--- config.mk ---
export PLATFORM = sky130hd
export DESIGN_NAME = ram_ctrl
export DESIGN_NICKNAME = d
export VERILOG_FILES = /design/src/rtl/ram_ctrl_pkg.sv /design/src/rtl/ram_ctrl.sv
export SDC_FILE = /design/constraint.sdc
export NUM_CORES = 1
export LEC_CHECK = 0
export CAP_MARGIN = 20
export CORE_MARGIN = 10
export CORE_UTILIZATION = 35
export CTS_BUF_LIST = sky130_fd_sc_hd__clkbuf_2 sky130_fd_sc_hd__clkbuf_4 sky130_fd_sc_hd__clkbuf_8
export CTS_CLUSTER_DIAMETER = 80
export CTS_CLUSTER_SIZE = 8
export DETAILED_ROUTE_END_ITERATION = 12
export DONT_BUFFER_PORTS = 1
export HOLD_SLACK_MARGIN = 0.02
export RECOVER_POWER = 100
export SETUP_SLACK_MARGIN = 0.2
export SYNTH_ARGS = -nofsm -noshare
export SYNTH_HDL_FRONTEND = slang
export SYNTH_SLANG_ARGS = --single-unit
--- constraint.sdc ---
create_clock -name clk -period 4.5 [get_ports clk]
set_input_delay 0.675 -clock clk [delete_from_list [all_inputs] [get_ports clk]]
set_output_delay 0.675 -clock clk [all_outputs]
set_load 0.02 [all_outputs]
--- src/rtl/ram_ctrl_pkg.sv ---
// ram_ctrl_pkg: access size encodings and controller state codes shared with the load/store stage
package ram_ctrl_pkg;
  localparam logic [1:0] SIZE_BYTE = 2'd0;
  localparam logic [1:0] SIZE_HALF = 2'd1;
  localparam logic [1:0] SIZE_WORD = 2'd2;
  localparam logic [1:0] SIZE_ILL  = 2'd3;
  localparam logic [2:0] ST_IDLE  = 3'd0;
  localparam logic [2:0] ST_BEAT0 = 3'd1;
  localparam logic [2:0] ST_BEAT1 = 3'd2;
  localparam logic [2:0] ST_CAP   = 3'd3;
  localparam logic [2:0] ST_RESP  = 3'd4;
endpackage

--- src/rtl/ram_ctrl.sv ---
// ram_ctrl: turns one CPU load/store request into byte beats on a dual-port RAM and returns a response
module ram_ctrl
  import ram_ctrl_pkg::*;
#(
  parameter int ADDR_W = 8,
  parameter int DATA_W = 8
) (
  input  logic              clk,
  input  logic              rst,
  input  logic              req_valid,
  output logic              req_ready,
  input  logic              req_we,
  input  logic [1:0]        req_size,
  input  logic [ADDR_W-1:0] req_addr,
  input  logic [31:0]       req_wdata,
  output logic              rsp_valid,
  input  logic              rsp_ready,
  output logic [31:0]       rsp_rdata,
  output logic              rsp_err,
  output logic              ram_en,
  output logic [ADDR_W-1:0] ram_addr_1,
  output logic [ADDR_W-1:0] ram_addr_2,
  output logic [DATA_W-1:0] ram_wdata_1,
  output logic [DATA_W-1:0] ram_wdata_2,
  output logic              ram_r_w_1,
  output logic              ram_r_w_2,
  input  logic [DATA_W-1:0] ram_rdata_1,
  input  logic [DATA_W-1:0] ram_rdata_2
);
  logic [2:0]        state_q, state_d;
  logic              we_q, we_d;
  logic [1:0]        size_q, size_d;
  logic [ADDR_W-1:0] addr_q, addr_d;
  logic [31:0]       wdata_q, wdata_d;
  logic [31:0]       rdata_q, rdata_d;
  logic              err_q, err_d;
  logic              beat, hi;
  logic [ADDR_W-1:0] base;
  // next-state, request capture and read-data assembly
  always_comb begin
    state_d = state_q;
    we_d    = we_q;
    size_d  = size_q;
    addr_d  = addr_q;
    wdata_d = wdata_q;
    rdata_d = rdata_q;
    err_d   = err_q;
    case (state_q)
      ST_IDLE: if (req_valid) begin
        we_d    = req_we;
        size_d  = req_size;
        addr_d  = req_addr;
        wdata_d = req_wdata;
        rdata_d = '0;
        err_d   = req_size == SIZE_ILL;
        state_d = req_size == SIZE_ILL ? ST_RESP : ST_BEAT0;
      end
      ST_BEAT0: state_d = size_q == SIZE_WORD ? ST_BEAT1 : (we_q ? ST_RESP : ST_CAP);
      ST_BEAT1: begin
        if (!we_q) rdata_d[15:0] = {ram_rdata_2, ram_rdata_1};
        state_d = we_q ? ST_RESP : ST_CAP;
      end
      ST_CAP: begin
        rdata_d = size_q == SIZE_WORD ? {ram_rdata_2, ram_rdata_1, rdata_q[15:0]} :
                  size_q == SIZE_HALF ? {16'h0, ram_rdata_2, ram_rdata_1} :
                                        {24'h0, ram_rdata_1};
        state_d = ST_RESP;
      end
      ST_RESP: if (rsp_ready) state_d = ST_IDLE;
      default: state_d = ST_IDLE;
    endcase
  end
  // RAM pins decoded only from registered state and request; zero outside beats
  always_comb begin
    beat        = state_q == ST_BEAT0 || state_q == ST_BEAT1;
    hi          = state_q == ST_BEAT1;
    base        = addr_q + (hi ? ADDR_W'(2) : ADDR_W'(0));
    ram_en      = beat;
    ram_addr_1  = beat ? base : '0;
    ram_addr_2  = beat ? base + ADDR_W'(1) : '0;
    ram_wdata_1 = beat ? (hi ? wdata_q[23:16] : wdata_q[7:0]) : '0;
    ram_wdata_2 = beat ? (hi ? wdata_q[31:24] : wdata_q[15:8]) : '0;
    ram_r_w_1   = beat & we_q;
    ram_r_w_2   = beat & we_q & (size_q != SIZE_BYTE);
    req_ready   = state_q == ST_IDLE && !rst;
    rsp_valid   = state_q == ST_RESP;
    rsp_rdata   = rsp_valid ? rdata_q : '0;
    rsp_err     = rsp_valid & err_q;
  end
  // state and request registers
  always_ff @(posedge clk or posedge rst) begin
    if (rst) begin
      state_q <= ST_IDLE;
      we_q    <= 1'b0;
      size_q  <= '0;
      addr_q  <= '0;
      wdata_q <= '0;
      rdata_q <= '0;
      err_q   <= 1'b0;
    end else begin
      state_q <= state_d;
      we_q    <= we_d;
      size_q  <= size_d;
      addr_q  <= addr_d;
      wdata_q <= wdata_d;
      rdata_q <= rdata_d;
      err_q   <= err_d;
    end
  end
endmodule
-- Word level (Yosys, flattened, before mapping)
Cells that the tools add are included.
- flip-flop bits (word level): 79
- input bits: 63
- output and inout bits: 70
- word-level logic and storage cells: 55
- add/subtract/negate cells: 2
- equality and inequality tests: 11
- muxes and demuxes: 20
- bitwise gates (word level): 3
- reduce and logical (&&, ||, !) cells: 11
- operator list (operator ; count):
    $mux W32 ; 3
    $mux W8 ; 6
    $pmux W16 S3 ; 1
    $mux W16 ; 2
    $pmux W16 S2 ; 1
    $mux W3 ; 5
    $pmux W3 S5 ; 1
    $add A8 B1 Y8 const B ; 1
    $add A8 B2 Y8 ; 1
    $eq A3 B2 Y1 const B ; 2
    $ne A2 B2 Y1 const B ; 3
    $reduce_and A2 Y1 ; 3
    $eq A2 B2 Y1 const B ; 2
    $reduce_and A4 Y1 ; 1
    $reduce_bool A2 Y1 ; 2
    $and A1 B1 Y1 ; 3
    $eq A3 B1 Y1 const B ; 1
    $eq A3 B3 Y1 const B ; 1
    $logic_not A3 Y1 ; 1
    $reduce_bool A3 Y1 ; 1
    $eq A2 B1 Y1 const B ; 1
    $mux W2 ; 1
    $ne A2 B1 Y1 const B ; 1
    $logic_and A1 B1 Y1 ; 1
    2 further kinds ; 2

-- Longest topological paths before layout
Gate-level depths: netlist of run 1.
- depth in word-level cells: 5
- gate-level depth with buffers: 12
- depth with buffers taken out: 10

-- Least setup slack after synthesis of run 1
OpenSTA, ideal clock, no wires.
- kind: reg-to-output
- start point: reg state_q[0]
- end point: out ram_addr_2[7]
- arrival: 2734 ps
- data required time: 3825 ps
- setup slack: 1091 ps
- stages on the path, launching flop included: 12
- buffers on the path: 3
- path through: dfrtp_1 > buf_2 > or2_1 > buf_4 > clkinv_2 > buf_4 > ha_1 > ha_1 > xnor2_2 > or2_1 > o31a_1 > nor3_1
- word-level cells in the longest chain between the ends: 5
- ends and longest elaborated chain (what ; RTL line ; RTL):
    from (decl) ; ram_ctrl.sv:30 ; logic [2:0] state_q, state_d;
    from (signal assigned) ; ram_ctrl.sv:101 ; state_q <= state_d;
    $eq A3 B2 Y1 ; ram_ctrl.sv:75, ram_ctrl.sv:76 ;
    $mux W2 ; ram_ctrl.sv:77 ; base = addr_q + (hi ? ADDR_W'(2) : ADDR_W'(0));
    $add A8 B2 Y8 ; ram_ctrl.sv:77 ;
    $add A8 B1 Y8 ; ram_ctrl.sv:80 ; ram_addr_2 = beat ? base + ADDR_W'(1) : '0;
    $mux W8 * ; ram_ctrl.sv:80 ;
    to (decl) ; ram_ctrl.sv:22 ; output logic [ADDR_W-1:0] ram_addr_2,
Every way passes the cells marked *; elsewhere a longest branch is shown, timed or not.

-- Final worst setup path of run 1
- start point: reg state_q[1]
- end point: out ram_addr_2[6]
Same word-level chain as after synthesis.

==> results.yml, run 1 <==
drt:
  ant_nets: 0
  wl_per_cell_um: 19.6
  drt_first_pass_iters: 4
  drtIter0Drc: 165
  viasPerCell: 5.40
  drc: 0
  routed_wirelength_um: 10500
  vias: 2887
grt:
  grt_pass1_vias: 2912
  grt_pass1_wl_um: 16600
  track_usage_pct: 12.8
  antenna_found_initial: 1
  grt_remaining_overflow: 0
  grt_max_degree: 48
hold_path:
  hold_end: "state_q[2]"
  worstHoldPathType: "input port to flop"
  min_path_cells: 1
  worstHoldStart: "rsp_ready"
floorplanning:
  die_w_um: 126
  row_count: 38
  die-area_um2: 16000
  pin_count: 133
  core_area_um2: 10900
  die_h_um: 126
  start_util_pct: 36.2
synth:
  yosys_warnings: 0
  synth_flop_cell: "dfrtp_1"
  yosysSeqAreaShare_pct: 49.9
  yosysTopAreaCellShare_pct: 49.9
  synthesis.area_um2: 3960
  synthArstFlopShare_pct: 100
  synth_edf_count: 0
  synth_fp_nets: 461
  synth_top_cells_by_area: "dfrtp_1 50%, nand2_1 7.1%, mux2_1 6.8%, and3_1 5.2%, mux2_2 4.8%"
  synth.distinct_cells: 42
  synth-seq-cells: 79
  synthTopCellsByCount: "79 x dfrtp_1, 75 x nand2_1, 33 x and3_1"
  syn_avg_cell_area_um2: 10.0
  post-synth-top-count-cell: "dfrtp_1"
  yosysTopAreaCell: "dfrtp_1"
  syn_inst: 394
placed_design:
  portBuffers: 0
  placed_area_um2: 4060
  hpwl_um: 7540
  place_congestion: 0.797
  place_ws_ps: 974
pwr:
  switchingPower_uw: 1310
  p_leak_uw: 0.00193
  power.density_nw_per_um2: 733
  p_int_uw: 1790
  worst_ir_drop_vdd_mv: 0.334
  p_clk_share_pct: 20.3
  p_total_uw: 3110
  p_seq_share_pct: 38.4
  swShare_pct: 42.3
  p_comb_share_pct: 41.3
status:
  status: "complete, but fails checks"
  failed_checks: "capacitance limit, slew limit"
worst_setup_path:
  critPathKind: "flop to output pin"
  crit_fanout: 18
  cp.arrival_ps: 3300
  reg2reg_to: "wdata_q[0]"
  r2r_start: "state_q[2]"
  required_ps: 3830
  reg2reg_depth: 4
  rrSetupSlack_ps: 710
  crit_path_start_kind: "flop"
  crit_path_end_kind: "output pin"
final_layout:
  drive_above_1_share_pct: 9.90
  final_nets: 457
  areaGrowthSynthToFinish_pct: 7.08
  stdcell_area_um2: 4240
cts:
  cts.repair.resized: 0
  clk_pin_slew_worst_paths_ps: 80
  cts_buffers: 9
  cts_setup_buffers: 0
  clock_insertion_delay_worst_skew_ps: 360
  htree_levels: 3
  cts_sinks: 79
  cts_buffer_depth: 2
  cts_tree: "yes"
  ctsHoldBuffers: 0
  cts_root_buf: "clkbuf_8"
timing:
  finalWorstSetupSlack_ps: 522
  maxSlewViolCount: 165
  fin_worst_skew_ps: 10.9
  min_period_ps: 3980
  max_freq_ghz: 0.251
  slew_headroom_pct: -62.4
  final.setup.tns_ps: 0
  whs_ps: 413
  grt_setup_unrepaired: "no"
  setup-violations-final: 0
  hold_violations: 0
  fin_crit_sh_pct: 88.4
  worstMarginPinSlew_ps: 2440
flow_run:
  max_cap_viol_count: 4
power by group through the flow:
stage	combinational [uW]	sequential, uW	clock (uW)
global route	1430	1230	679
finish	1280	1190	631
floorplan	1150	1130	0
detailed placement	1330	1210	0
global placement	1300	1190	0
CTS	1340	1200	651
layout by cell type, fill, tap and decap left out, types with 2 or more instances in the layout:
master | netlist | final
buf_4 | 6 | 4
a22o_1 | 17 | 17
ha_1 | 4 | 4
xor2_1 | 3 | 3
nor2_1 | 21 | 22
nor4_1 | 2 | 2
or2_0 | 0 | 2
clkbuf_4 | 0 | 2
bufinv_16 | 0 | 3
nor3_1 | 3 | 3
a21oi_1 | 23 | 23
dfrtp_1 | 79 | 79
clkbuf_8 | 0 | 9
inv_1 | 5 | 5
nand2_1 | 75 | 75
xnor2_1 | 5 | 6
mux2_2 | 17 | 17
o21ai_0 | 13 | 21
nand3_1 | 4 | 4
and3_1 | 33 | 33
a21o_1 | 2 | 2
clkinv_2 | 1 | 2
o21ai_1 | 10 | 2
and2_0 | 0 | 4
nand2b_1 | 5 | 5
clkbuf_1 | 8 | 7
mux2_1 | 24 | 24
cells by family after synthesis:
kind of cell | after synthesis | share of synthesized area [%]
xor gates and xnor gates | 9 | 2.18
adders and majority gates | 4 | 1.26
and+or+nand+nor | 156 | 18.7
buffers and inverters | 33 | 4.93
muxes | 41 | 11.7
AOI/OAI and AO/OA | 72 | 11.3
DFF | 79 | 49.9
sequential cells by signal (all words and copies together) (netlist names):
signal   count
addr_q       8
err_q        1
rdata_q     32
size_q       2
state_q      3
wdata_q     32
we_q         1
final cells by class:
class,count,area (um2)
diodes,1,2.50
clock buffers,11,139
clock inverters,4,95.1
fillers,1094,6700
inverters,7,28.8
multi-input cells,282,1770
flip-flops and latches,79,1980
well taps,140,175
repair buffers,11,56.3
critical path, cell delays in order (launching register included):
cell,delay (ps)
dfrtp_1,520
nand2b_1,200
or2_0,190
clkinv_2,270
ha_1,290
ha_1,240
xnor2_1,350
nor2_1,140
a311oi_1,330
xor2_1,180
nor2_1,60
buf_4,170
stage by stage:
| step | cells | util, % |
|---|---|---|
| after floorplan | 394 | - |
| after global placement | 518 | 37.1 |
| final | 535 | 38.8 |
| after global routing | 534 | 38.7 |
| after CTS | 533 | 39.2 |
| after detailed placement | 518 | 37.1 |
how the worst max path moves through the flow:
stage               startpoint       endpoint  slack (ps)  depth (start not counted)
finish              state_q[1]  ram_addr_2[6]         520                         11
CTS                 state_q[1]  ram_addr_2[7]         540                         10
floorplan           state_q[0]  ram_addr_2[7]        1090                         11
global placement    state_q[1]  ram_addr_2[7]        1080                         10
detailed placement  state_q[1]  ram_addr_2[7]         970                         10
global route        state_q[1]  ram_addr_2[6]         170                         11
routing by layer:
layer  wire, um  track usage (%)
met1       4620             16.1
met2       4470             18.6
met3       1250             7.04
met4        130             3.82
met5          0                0
No activity file was read; power rests on OpenSTA's default activity.
==> inputs of run 2 (changes only) <==
- clock period: 4.5 -> 4.1 ns (I/O delays scaled with it)
==> run 2 against run 1 <==
Net effect: the flow still finishes with violations (capacitance limit, slew limit); worst setup slack got worse by 140 ps; global-route usage is 0.060 points lower; final cell count grew 1.1%; flip-flop and latch count unchanged; via count is 0.94% lower; critical path depth rose by 1; register-to-register slack worse by 200 ps; first-iteration DRC count down 49%.
==> results.yml, run 2 (synthesized netlist as in run 1, its figures left out) <==
cts:
  cts_root_buf: "clkbuf_8"
  clk_pin_slew_worst_paths_ps: 70
  ctsHoldBuffers: 0
  clock_insertion_delay_worst_skew_ps: 350
  cts_buffers: 9
  cts_tree: "yes"
  htree_levels: 3
  cts_setup_buffers: 0
  cts_sinks: 79
  cts.repair.resized: 0
  cts_buffer_depth: 2
floorplanning:
  pin_count: 133
  core_area_um2: 10900
  start_util_pct: 36.2
  die_h_um: 126
  die_w_um: 126
  row_count: 38
  die-area_um2: 16000
placed_design:
  placed_area_um2: 4100
  dp.cells: 524
  hpwl_um: 7680
  portBuffers: 0
  place_congestion: 0.809
drt:
  wl_per_cell_um: 19.5
  drtIter0Drc: 84
  drt_first_pass_iters: 4
  viasPerCell: 5.29
  drc: 0
  routed_wirelength_um: 10500
  vias: 2860
  ant_nets: 0
worst_setup_path:
  cp.arrival_ps: 3100
  cpLargestDelayFamily: "simple AND/OR/NAND/NOR gates"
  slowest_stage: "dfrtp_1"
  cp_cell_sequence: "buf_4, nand2b_1, or2_0, inv_4, ha_1, ha_1, xnor2_1, nor2_1, a311oi_1, xor2_1, nor2_1, buf_4"
  path_buf_inv: 3
  crit_path_max_incr_delay_ps: 360
  crit_path_end_kind: "output pin"
  crit_fanout: 18
  critPathKind: "flop to output pin"
  crit_path_start_kind: "flop"
  required_ps: 3480
grt:
  grt_max_degree: 48
  grt_remaining_overflow: 0
  track_usage_pct: 12.8
  antenna_found_initial: 1
  grt_pass1_vias: 2965
  grt_pass1_wl_um: 16600
final_layout:
  drive_above_1_share_pct: 12.8
  layout.area.seq_um2: 1980
  fillerInstances: 1103
  final_common_cell: "dfrtp_1"
  areaGrowthSynthToFinish_pct: 9.10
  multi_input_area_um2: 1790
  reg.largest.list: "rdata_q: 32 flops, wdata_q: 32 flops, addr_q: 8 flops"
  stdcell_area_um2: 4320
  final_cell_count_no_fill: 541
  final_cell_mix: "79 x dfrtp_1, 75 x nand2_1, 33 x and3_1"
  final_nets: 463
timing:
  fin_crit_sh_pct: 90.7
  slew_headroom_pct: -65.8
  max_freq_ghz: 0.269
  fin_worst_skew_ps: 10.1
  maxSlewViolCount: 87
  setup-violations-final: 0
  min_period_ps: 3720
  hold_violations: 0
  grt_setup_unrepaired: "no"
  worstMarginPinSlew_ps: 2490
  final.setup.tns_ps: 0
status:
  status: "complete, but fails checks"
  failed_checks: "capacitance limit, slew limit"
pwr:
  swShare_pct: 41.9
  p_leak_uw: 0.00198
  switchingPower_uw: 1460
  p_clk_share_pct: 19.7
  p_total_uw: 3470
  p_comb_share_pct: 43.4
  p_seq_share_pct: 36.9
  p_int_uw: 2020
  power.density_nw_per_um2: 804
  worst_ir_drop_vdd_mv: 0.360
hold_path:
  worstHoldPathType: "input port to flop"
flow_run:
  max_cap_viol_count: 2
-- run 2: changes by cell type in the layout (fill, tap and decap cells not counted), sizes merged --
cell	change
inv	+1
clkinv	-1
buf	+6
-- run 2: layout make-up --
| type | count | share of cell area (%) |
|---|---|---|
| clock buffers | 11 | 3.22 |
| well taps | 140 | 4.06 |
| repair buffers | 17 | 2.52 |
| clock inverters | 4 | 2.20 |
| flip-flops and latches | 79 | 45.8 |
| inverters | 7 | 0.695 |
| multi-input cells | 282 | 41.5 |
| diodes | 1 | 0.0579 |
-- run 2: path summary, 6_finish.rpt --
path                            endpoint  slack, ps  cells past startpoint        from
max                        ram_addr_2[6]        380                     12  state_q[1]
min                           state_q[2]        380                      1   rsp_ready
max reg2reg                   wdata_q[7]        510                      4  state_q[2]
min reg2reg                   rdata_q[5]        470                      2  rdata_q[5]
max in group asynchronous    rdata_q[15]       1850                      2         rst
min in group asynchronous     state_q[2]        560                      1         rst
-- run 2: power by group through the flow --
stage | Sequential, uW | Combinational, uW | Clock (uW)
floorplan | 1240 | 1260 | 0
global placement | 1280 | 1490 | 0
detailed placement | 1300 | 1530 | 0
CTS | 1290 | 1540 | 709
global route | 1330 | 1660 | 739
finish | 1280 | 1510 | 685
-- run 2: through the flow --
| stage | hold WS, ps | util [%] | setup slack [ps] |
|---|---|---|---|
| floorplan | 442 | - | 751 |
| global placement | 456 | 37.4 | 801 |
| detailed placement | 462 | 37.5 | 720 |
| CTS | 226 | 39.6 | 315 |
| global route | 363 | 39.5 | 174 |
| finish | 378 | 39.5 | 383 |
-- run 2: metal layers --
layer / global-route usage [%] / routed length [um] / vias up / part of all wire, %
met2: 18.9 / 4520 / 119 / 43
li1: - / - / 1356 / -
met4: 3.22 / 108 / 0 / 1.0
met5: 0 / 0 / - / 0
met3: 6.79 / 1190 / 10 / 11
met1: 16.0 / 4710 / 1375 / 45
